===== src/rtl/ex_mem_pipe_reg.sv =====
// Elastic EX/MEM pipeline register with valid/ready on both sides, flush and a stall counter.
// Define SKID_BUF_EN to add a one-beat skid slot that decouples in_ready from out_ready.
module ex_mem_pipe_reg #(
  parameter int XLEN   = 32,
  parameter int WB_W   = 2,
  parameter int M_W    = 2,
  parameter int REG_AW = 5,
  parameter int CNT_W  = 16
) (
  input  logic              clk,
  input  logic              rst_n,
  input  logic              flush,
  input  logic              in_valid,
  output logic              in_ready,
  input  logic [WB_W-1:0]   in_ctlwb,
  input  logic [M_W-1:0]    in_ctlm,
  input  logic [XLEN-1:0]   in_adder,
  input  logic [XLEN-1:0]   in_alu_result,
  input  logic [XLEN-1:0]   in_rdata2,
  input  logic [REG_AW-1:0] in_muxout,
  output logic              out_valid,
  input  logic              out_ready,
  output logic [WB_W-1:0]   out_ctlwb,
  output logic [M_W-1:0]    out_ctlm,
  output logic [XLEN-1:0]   out_adder,
  output logic [XLEN-1:0]   out_alu_result,
  output logic [XLEN-1:0]   out_rdata2,
  output logic [REG_AW-1:0] out_muxout,
  output logic [CNT_W-1:0]  stall_cnt
);

  typedef struct packed {
    logic [WB_W-1:0]   ctlwb;
    logic [M_W-1:0]    ctlm;
    logic [XLEN-1:0]   adder;
    logic [XLEN-1:0]   alu_result;
    logic [XLEN-1:0]   rdata2;
    logic [REG_AW-1:0] muxout;
  } beat_t;

  localparam logic [CNT_W-1:0] CNT_MAX = '1;

  beat_t            in_beat;
  beat_t            main_q;
  logic             out_valid_q;
  logic             in_fire;
  logic [CNT_W-1:0] stall_cnt_q;

  assign in_beat = '{ctlwb:      in_ctlwb,
                     ctlm:       in_ctlm,
                     adder:      in_adder,
                     alu_result: in_alu_result,
                     rdata2:     in_rdata2,
                     muxout:     in_muxout};

  assign in_fire = in_valid & in_ready;

`ifdef SKID_BUF_EN
  beat_t skid_q;
  logic  skid_valid_q;

  // in_ready only sees registered state and flush, so out_ready never reaches it.
  assign in_ready = rst_n & ~skid_valid_q & ~flush;

  // NOTE: payload registers are reset too, so every out_* reads 0 straight out of reset.
  always_ff @(posedge clk or negedge rst_n) begin
    if (!rst_n) begin
      out_valid_q  <= 1'b0;
      main_q       <= '0;
      skid_valid_q <= 1'b0;
      skid_q       <= '0;
    end else if (flush) begin
      out_valid_q  <= 1'b0;
      skid_valid_q <= 1'b0;
    end else if (!out_valid_q || out_ready) begin
      // Main slot frees up this edge: the skid beat is older, so it goes first.
      if (skid_valid_q) begin
        main_q       <= skid_q;
        out_valid_q  <= 1'b1;
        skid_valid_q <= 1'b0;
      end else if (in_fire) begin
        main_q      <= in_beat;
        out_valid_q <= 1'b1;
      end else begin
        out_valid_q <= 1'b0;
      end
    end else if (in_fire) begin
      skid_q       <= in_beat;
      skid_valid_q <= 1'b1;
    end
  end
`else
  assign in_ready = rst_n & ~flush & (~out_valid_q | out_ready);

  // NOTE: payload registers are reset too, so every out_* reads 0 straight out of reset.
  always_ff @(posedge clk or negedge rst_n) begin
    if (!rst_n) begin
      out_valid_q <= 1'b0;
      main_q      <= '0;
    end else if (flush) begin
      out_valid_q <= 1'b0;
    end else if (in_fire) begin
      main_q      <= in_beat;
      out_valid_q <= 1'b1;
    end else if (out_valid_q && out_ready) begin
      out_valid_q <= 1'b0;
    end
  end
`endif

  // NOTE: state is updated with non-blocking assignments so every flop samples pre-edge values.
  always_ff @(posedge clk or negedge rst_n) begin
    if (!rst_n) begin
      stall_cnt_q <= '0;
    end else if (out_valid_q && !out_ready && !flush && stall_cnt_q != CNT_MAX) begin
      stall_cnt_q <= stall_cnt_q + 1'b1;
    end
  end

  // Control fields are gated on bubbles so MEM/WB never act on a stale beat.
  assign out_valid      = out_valid_q;
  assign out_ctlwb      = out_valid_q ? main_q.ctlwb : '0;
  assign out_ctlm       = out_valid_q ? main_q.ctlm  : '0;
  assign out_adder      = main_q.adder;
  assign out_alu_result = main_q.alu_result;
  assign out_rdata2     = main_q.rdata2;
  assign out_muxout     = main_q.muxout;
  assign stall_cnt      = stall_cnt_q;

endmodule


===== config.mk =====
export PLATFORM = sky130hd
export DESIGN_NAME = ex_mem_pipe_reg
export DESIGN_NICKNAME = d
export VERILOG_FILES = /design/src/rtl/ex_mem_pipe_reg.sv
export SDC_FILE = /design/constraint.sdc
export NUM_CORES = 1
export LEC_CHECK = 0
export ABC_AREA = 0
export BUFFER_PORTS_ARGS = -buffer_cell sky130_fd_sc_hd__buf_2
export CORE_MARGIN = 1.5
export CORE_UTILIZATION = 35
export CTS_CLUSTER_DIAMETER = 100
export DETAILED_ROUTE_END_ITERATION = 10
export SYNTH_ARGS = -nofsm -noshare
export SYNTH_HDL_FRONTEND = slang
export SYNTH_SLANG_ARGS = --single-unit

===== constraint.sdc =====
create_clock -name clk -period 4.4 [get_ports clk]
set_input_delay 0.44 -clock clk [delete_from_list [all_inputs] [get_ports clk]]
set_output_delay 0.44 -clock clk [all_outputs]
set_load 0.01 [all_outputs]

==> results_dict.tcl, run 1 <==
set metrics [dict create \
    outcome "finished, final reports clean" \
    tns_ns 0 \
    synth-xor-area-share_pct 2.22 \
    slew_headroom_pct 42.2 \
    yosys.area.top_type "dfrtp_1" \
    p_switching_mw 0.876 \
    syn_nets 509 \
    place_area_mm2 0.00616 \
    grt_overflow_total 0 \
    avgSynthCellArea_um2 13.9 \
    synthSimpleGateAreaFrac_pct 5.30 \
    startpoint_type "register" \
    antenna_found_initial 0 \
    min-delay-path-class "input port to async pin" \
    worst_pin_slew_ns 0.868 \
    dp_hpwl_um 8120 \
    cts-root-buf "clkbuf_16" \
    netSwitchingFraction_pct 24.9 \
    cts_resized 0 \
    layout_common_cells "buf_2, dfrtp_1, mux2_2" \
    ioPinCount 233 \
    ant_nets 0 \
    synth_flop_cell "dfrtp_1" \
    synthAdderAreaFrac_pct 0.227 \
    clk_pin_slew_ns 0.05 \
    fin_hold_ws_ns 0.209 \
    fin_ws_ns 2.13 \
    numClockSinks 122 \
    power_mw 3.51 \
    rsz0062_at_grt "no" \
    dieArea_mm2 0.0165 \
    finalCriticalPeriod_ns 2.27 \
    route.met3.wl_um 974 \
    rr_startpoint "out_valid" \
    syn_inst 398 \
    peakVddDrop_v 0.000223 \
    highest-signal-layer "met4" \
    hold_buffers 0 \
    cp_data_required_time_ns 4.68 \
    final_common_cell "buf_2" \
    cp_max_fo 42 \
    wl_per_cell_um 14.5 \
    vias 3341 \
    layout_worst_path_cycle_share_pct 51.7 \
    path_class "register to register" \
    postCtsSetupBuffers 0 \
    worst_setup_path_end_kind "register" \
    p_comb_share_pct 18.3 \
    vias_per_cell 4.37 \
    p_int_mw 2.64 \
    cts_buffers 17 \
    leakage_nw 3.39 \
    synth_area_leaders "dfrtp_1, mux2_2, buf_4" \
    hold_violations 0 \
    yosysWarnings 0 \
    n_antenna_cell 0 \
    yosys.cell_types.count 31 \
    fin_area_mm2 0.00678 \
    grt_pass1_vias 3342 \
    drc 0 \
    synth.area.mux_share_pct 21.6 \
    grt_pass1_wl_um 16700 \
    wl_met2_um 5480 \
    synth_seq_cells 122 \
    final_cells 764 \
    regToRegSetupSlack_ns 2.13 \
    cts.htree.levels 4 \
    grt_max_degree 70 \
    gp_congestion 0.794 \
    synth_top_area_share_pct 55.3 \
    post-route-util_pct 44.2 \
    die_h_um 129 \
    multi_input_area_mm2 0.00165 \
    synth_top_family_by_area "multiplexers" \
    portBuffers 232 \
    dr.pass1.iters 4 \
    place_ws_ns 2.05 \
    cts_buffer_depth 2 \
    core_mm2 0.0153 \
    fmax_mhz 440 \
    row_count 45 \
    sequentialPowerShare_pct 41.1 \
    die_w_um 129 \
    clock_latency_ns 0.41 \
    final_nets 652 \
    clkPwrFrac_pct 40.6 \
    synth-edff-count 0 \
    dpl.cell_count 733 \
    skew_ns 0.0122 \
    crit_arrival_ns 2.55 \
    powerDensity_mw_per_mm2 518 \
    synthArstFlopShare_pct 100 \
    met1_length_um 4400 \
    wl_um 11100 \
    worst-r2r-cell-count 5 \
    area_delta_synth_final_pct 22.8 \
    ys_seq_area_share_pct 55.3 \
    nFillCells 1454 \
    synth-compound-area-share_pct 0.408 \
    r2r-end "out_adder[23]" \
    register_area_mm2 0.00305 \
    drv_slew 0 \
    drv_cap 0 \
    initial_core_util_pct 36.0 \
    setup_viol 0 \
    cts_tree "done" \
    grt_use_total_pct 13.4 \
    synth_area_mm2 0.00552 \
    drtIter0Drc 71 \
    drive_gt1_share_pct 68.5 \
]
## layer usage
| layer | global-route usage (%) | up-vias |
|---|---|---|
| met3 | 4.95 | 13 |
| met2 | 22.7 | 142 |
| met1 | 14.9 | 1636 |
| li1 | - | 1550 |
| met4 | 6.21 | 0 |
| met5 | 0 | - |
## synthesized netlist by cell type, types with 2 or more instances
cell type and n:
and2_1 4, dfrtp_1 122, nor2_1 3, buf_2 7, nand2_1 5, nand4_1 7
nand3_1 3, xor2_1 7, mux2_2 106, xnor2_1 7, and3_1 2, buf_4 105
nor4b_2 2
## cell type report
cell class                 instances  area share [%]
sequential                       122            45.1
timing repair buffer             236            17.6
tap                              211            3.90
clock buffer                      24            7.40
multi-input combinational        164            24.4
clock inverter                     7            1.66
## power by group through the flow
stage	logic (mW)	clock network [mW]	registers [mW]
floorplan	0.597	0	1.44
global placement	0.643	0	1.46
detailed placement	0.656	0	1.47
CTS	0.658	1.47	1.45
global route	0.704	1.53	1.47
finish	0.644	1.43	1.44
## flip-flops by register name, summed over array words and instances (netlist names)
name	cells
main_q	4
out_alu_result	32
out_valid	1
out_adder	32
out_rdata2	32
out_muxout	5
stall_cnt	16
## kinds of logic (layout without fill, tap and decap cells)
kind of cell	count (synthesis)	in the layout
AND/OR/NAND/NOR	40	40
buffers and inverters	112	267
flip-flops	122	122
AO/OA/AOI/OAI	3	3
XOR/XNOR	14	14
multiplexers	106	106
adder cells (fa/ha/maj)	1	1
## critical path, stage by stage (launching register included)
cell and delay [ns]:
dfrtp_1 0.47, nor2b_1 0.20, nor3b_2 0.08, nand2_4 0.43, buf_4 0.53, mux2_2 0.40
## worst max-delay path by stage
| stage | start | cells past startpoint | to | slack [ns] |
|---|---|---|---|---|
| detailed placement | out_ready | 6 | out_rdata2[22] | 2.05 |
| finish | out_valid | 5 | out_adder[23] | 2.13 |
| global route | out_valid | 5 | out_adder[23] | 1.90 |
| global placement | out_ready | 6 | out_rdata2[7] | 2.10 |
| CTS | out_valid | 5 | out_rdata2[22] | 2.07 |
| floorplan | out_valid | 6 | out_adder[0] | 2.65 |
(Power assumes the default switching activity.)
==> run 2, diff against run 1 <==
- clock period: 4.4 -> 2.3 ns (I/O delays scaled with it)
==> run 2 against run 1 <==
Flip-flop and latch count stayed put. Maximum frequency up 22%. Sequential share of layout area fell by 0.20 points. Setup slack worse by 1.7 ns. Non-clock buffer count fell by 1. Combinational power increased by 93%. Die area unchanged. Clock-buffer cell count decreased by 4. Critical endpoint is now out_rdata2[15].
==> results_dict.tcl, run 2 (synthesis results as in run 1) <==
set metrics [dict create \
    wl_per_cell_um 14.1 \
    final_common_cell "buf_2" \
    cts-root-buf "clkbuf_16" \
    numClockSinks 122 \
    slew_headroom_pct 52.8 \
    vias 3340 \
    place_ws_ns 0.447 \
    critPathMaxStageDelay_ns 0.46 \
    cpMaxStageDelayCell "dfrtp_1" \
    worst-r2r-cell-count 5 \
    peakVddDrop_v 0.000469 \
    vias_per_cell 4.36 \
    powerDensity_mw_per_mm2 992 \
    grt_pass1_wl_um 16500 \
    grt_pass1_vias 3243 \
    grt_overflow_total 0 \
    final_cells 766 \
    final_nets 651 \
    ant_nets 0 \
    dp_hpwl_um 7670 \
    ioPinCount 233 \
    antenna_found_initial 2 \
    gp_congestion 0.845 \
    dpl.cell_count 731 \
    clk_pin_slew_ns 0.06 \
    die_w_um 129 \
    worst_pin_slew_ns 0.707 \
    drv_slew 0 \
    drtIter0Drc 89 \
    fin_area_mm2 0.00681 \
    worst_setup_path_end_kind "register" \
    grt_use_total_pct 13.1 \
    crit_start "out_valid" \
    clock_latency_ns 0.40 \
    regToRegSetupSlack_ns 0.44 \
    whs_endpoint "out_adder[13]" \
    wl_um 10800 \
    fmax_mhz 536 \
    row_count 45 \
    skew_ns 0.00405 \
    cp_max_fo 106 \
    fin_ws_ns 0.436 \
    cp_data_required_time_ns 2.58 \
    postCtsSetupBuffers 0 \
    r2r-end "out_rdata2[15]" \
    rr_startpoint "out_valid" \
    tns_ns 0 \
    power_mw 6.75 \
    layout_worst_path_cycle_share_pct 81.1 \
    min_from "in_adder[13]" \
    cts_tree "done" \
    whs_path_depth 2 \
    setup_viol 0 \
    cts.htree.levels 4 \
    finalCriticalPeriod_ns 1.86 \
    rsz0062_at_grt "no" \
    layout_common_cells "buf_2, dfrtp_1, mux2_2" \
    cts_buffer_depth 2 \
    drv_cap 0 \
    core_mm2 0.0153 \
    die_h_um 129 \
    hold_violations 0 \
    drive_gt1_share_pct 68.4 \
    crit_arrival_ns 2.15 \
    grt_max_degree 123 \
    initial_core_util_pct 36.0 \
    area_delta_synth_final_pct 23.3 \
    drc 0 \
    dr.pass1.iters 4 \
    crit_chain "nor2b_1, nor3b_2, nand2_4, buf_12, mux2_2" \
    startpoint_type "register" \
    leakage_nw 3.40 \
    portBuffers 232 \
    cts_buffers 17 \
    outcome "finished, final reports clean" \
    path_class "register to register" \
    min-delay-path-class "input port to register" \
    dieArea_mm2 0.0165 \
    place_area_mm2 0.00617 \
]
run 2: cell types whose count changed in the layout (fill, tap and decap cells not counted), sizes merged:
cell / change
clkinv: +3
diode: +2
clkinvlp: +1
bufinv: +1
clkbuf: -4
buf: -2
dlygate4sd3: +1
run 2: where the power goes:
group / switching, mW / internal (mW)
Clock: 0.918 / 1.84
Combinational: 0.582 / 0.659
Sequential: 0.202 / 2.56
run 2: worst max-delay path, delay by kind of cell, from the launching register on:
kind                   cells  cell delay [ns]
buffers and inverters      1             0.37
flip-flops                 1             0.46
multiplexers               1             0.41
AND/OR/NAND/NOR            3             0.34
run 2: timing repair:
action                    in CTS  in global routing
gates resized for setup        0                  0
hold buffers                   1                  0
hold endpoints to repair     122                  0
run 2: final cells by class:
class	count	area, um^2
Clock buffer	20	447
Multi-Input combinational cell	164	1650
Sequential cell	122	3050
Clock inverter	12	173
Antenna cell	2	5.00
Fill cell	1450	8510
Tap cell	211	264
Timing Repair Buffer	235	1210
run 2: worst max path at each step:
stage / endpoint / slack, ns
after floorplan: out_adder[0] / 0.55
after global placement: out_alu_result[28] / 0.51
after detailed placement: out_rdata2[0] / 0.45
after CTS: out_rdata2[15] / 0.44
after global routing: out_rdata2[28] / 0.33
final: out_rdata2[15] / 0.44
run 2: metal layers:
| metal | part of all wire, % | global-route usage, % | vias to the layer above |
|---|---|---|---|
| li1 | - | - | 1556 |
| met1 | 40 | 14.7 | 1637 |
| met2 | 49 | 21.6 | 137 |
| met3 | 9.2 | 5.99 | 10 |
| met4 | 1.3 | 5.55 | 0 |
| met5 | 0 | 0 | - |
run 2: stage by stage:
stage          hold WS, ns  utilization [%]
2_1_floorplan      -0.0656                -
3_3_place_gp         0.414             40.3
3_5_place_dp         0.418             40.3
4_1_cts             0.0283             44.4
5_1_grt             0.0315             44.4
6_report            0.0564             44.4
==> run 3, diff against run 2 <==
- clock period: 2.3 -> 1.5 ns (I/O delays scaled with it)
==> run 3 against run 2 <==
The flow now finishes with violations (negative setup slack). Global-route usage increased by 3.4 points. Maximum frequency increased by 16%. Via count increased by 19%. Largest power group unchanged.
==> results_dict.tcl, run 3 (synthesis results as in run 1) <==
set metrics [dict create \
    layout_worst_path_cycle_share_pct 107 \
    peakVddDrop_v 0.00110 \
    grt_overflow_total 0 \
    violations "negative setup slack" \
    drtIter0Drc 107 \
    die_h_um 129 \
    hold_violations 0 \
    final_common_cell "buf_2" \
    rr_startpoint "out_valid" \
    grt_max_degree 123 \
    dr.pass1.iters 6 \
    min_from "out_ready" \
    path_class "register to register" \
    ioPinCount 233 \
    startpoint_type "register" \
    cts-root-buf "clkbuf_16" \
    skew_ns 0.00697 \
    power_mw 10.4 \
    fin_hold_ws_ns 0.236 \
    register_area_mm2 0.00306 \
    tns_ns -3.66 \
    worst_setup_path_end_kind "register" \
    cp_data_required_time_ns 1.78 \
    dp_hpwl_um 8740 \
    crit_chain "nor2b_4, nor3b_4, nand2_4, buf_12, clkbuf_16, mux2_2" \
    final_nets 796 \
    cpMaxStageDelayCell "dfrtp_2" \
    critPathMaxStageDelay_ns 0.40 \
    multi_input_area_mm2 0.00177 \
    ant_nets 0 \
    die_w_um 129 \
    rsz0062_at_grt "yes" \
    min-delay-path-class "input port to register" \
    drv_slew 0 \
    fin_ws_ns -0.104 \
    setup_viol 67 \
    outcome "finished, violations left" \
    area_delta_synth_final_pct 50.8 \
    cp_max_fo 5 \
    n_antenna_cell 0 \
    crit_arrival_ns 1.89 \
    numClockSinks 122 \
    worst_pin_slew_ns 0.647 \
    grt_use_total_pct 16.5 \
    leakage_nw 4.09 \
    gp_congestion 0.723 \
    portBuffers 232 \
    cts_buffer_depth 2 \
    row_count 45 \
    drive_gt1_share_pct 61.5 \
    wl_per_cell_um 15.4 \
    grt_pass1_wl_um 20900 \
    dieArea_mm2 0.0165 \
    post-route-util_pct 54.4 \
    nFillCells 1290 \
    drc 0 \
    drv_cap 0 \
    whs_endpoint "out_valid" \
    layout_common_cells "buf_2, dfrtp_1, dlygate4sd3_1" \
    cts_tree "done" \
    place_area_mm2 0.00647 \
    r2r-end "out_alu_result[8]" \
    core_mm2 0.0153 \
    path_delay_family "simple AND/OR/NAND/NOR gates" \
    cts.htree.levels 4 \
    finalCriticalPeriod_ns 1.60 \
    regToRegSetupSlack_ns -0.10 \
    vias 3974 \
    powerDensity_mw_per_mm2 1250 \
    cp_num_buf_inv 2 \
    wl_um 14000 \
    slew_headroom_pct 56.9 \
    whs_path_depth 4 \
    fmax_mhz 623 \
    clock_latency_ns 0.40 \
    initial_core_util_pct 36.0 \
    fin_area_mm2 0.00833 \
    grt_pass1_vias 4261 \
    vias_per_cell 4.38 \
    worst-r2r-cell-count 6 \
    antenna_found_initial 0 \
    cts_buffers 17 \
    clk_pin_slew_ns 0.05 \
]
## run 3: cell types whose count changed in the layout (fill, tap and decap cells not counted), moves of 2 or more
cell	delta
bufinv_16	-3
dfrtp_1	-2
clkinv_4	-2
clkbuf_16	+2
buf_6	+8
dfrtp_2	+2
buf_4	+27
diode_2	-2
dlygate4sd3_1	+105
buf_12	+2
clkbuf_8	+3
## run 3: timing repair
| item | CTS | global route |
|---|---|---|
| resized for setup | 8 | 14 |
| cloned | 1 | 3 |
| pin swaps | 2 | 1 |
| hold endpoints to repair | 227 | 0 |
| endpoints found under the setup margin | 57 | 118 |
| buffers inserted | 1 | 3 |
| hold buffers | 106 | 0 |
## run 3: worst min-delay path, cell delays in order
cell,delay [ns]
buf_2,0.12
or3b_4,0.17
buf_4,0.11
nand2_1,0.04
## run 3: metrics by stage
| stage | setup WS (ns) | std cells |
|---|---|---|
| 2_1_floorplan | -0.113 | 398 |
| 3_3_place_gp | -0.0923 | 763 |
| 3_5_place_dp | -0.137 | 763 |
| 4_1_cts | -0.0945 | 901 |
| 5_1_grt | -0.145 | 907 |
| 6_report | -0.104 | 907 |
## run 3: how the worst max path moves through the flow
| stage | startpoint | endpoint | slack, ns | cells past startpoint |
|---|---|---|---|---|
| 2_1_floorplan | out_valid | out_alu_result[0] | -0.11 | 6 |
| 3_5_place_dp | out_valid | out_rdata2[0] | -0.14 | 6 |
| 3_3_place_gp | out_valid | out_rdata2[6] | -0.09 | 6 |
| 5_1_grt | out_valid | out_alu_result[8] | -0.14 | 6 |
| 4_1_cts | out_valid | stall_cnt[5] | -0.09 | 4 |
| 6_report | out_valid | out_alu_result[8] | -0.10 | 6 |
## run 3: where the power goes
group	leakage (nW)	total (mW)	switching, mW	internal [mW]
registers	1.47	4.25	0.329	3.92
clock network	0.267	3.79	1.37	2.42
logic	2.35	2.37	1.05	1.32
total	4.09	10.4	2.75	7.66
## run 3: metal layers
metal / global-route usage, % / part of all wire [%]
met1: 17.9 / 40
met2: 28.7 / 50
met4: 6.81 / 1.8
met5: 0 / 0
met3: 6.78 / 8.3
## run 3: final cells by class
class	count	area share (%)
clock buffers	23	5.86
clock inverters	7	0.812
multi-input cells	164	21.2
flip-flops and latches	122	36.7
well taps	211	3.17
repair buffers	380	32.3
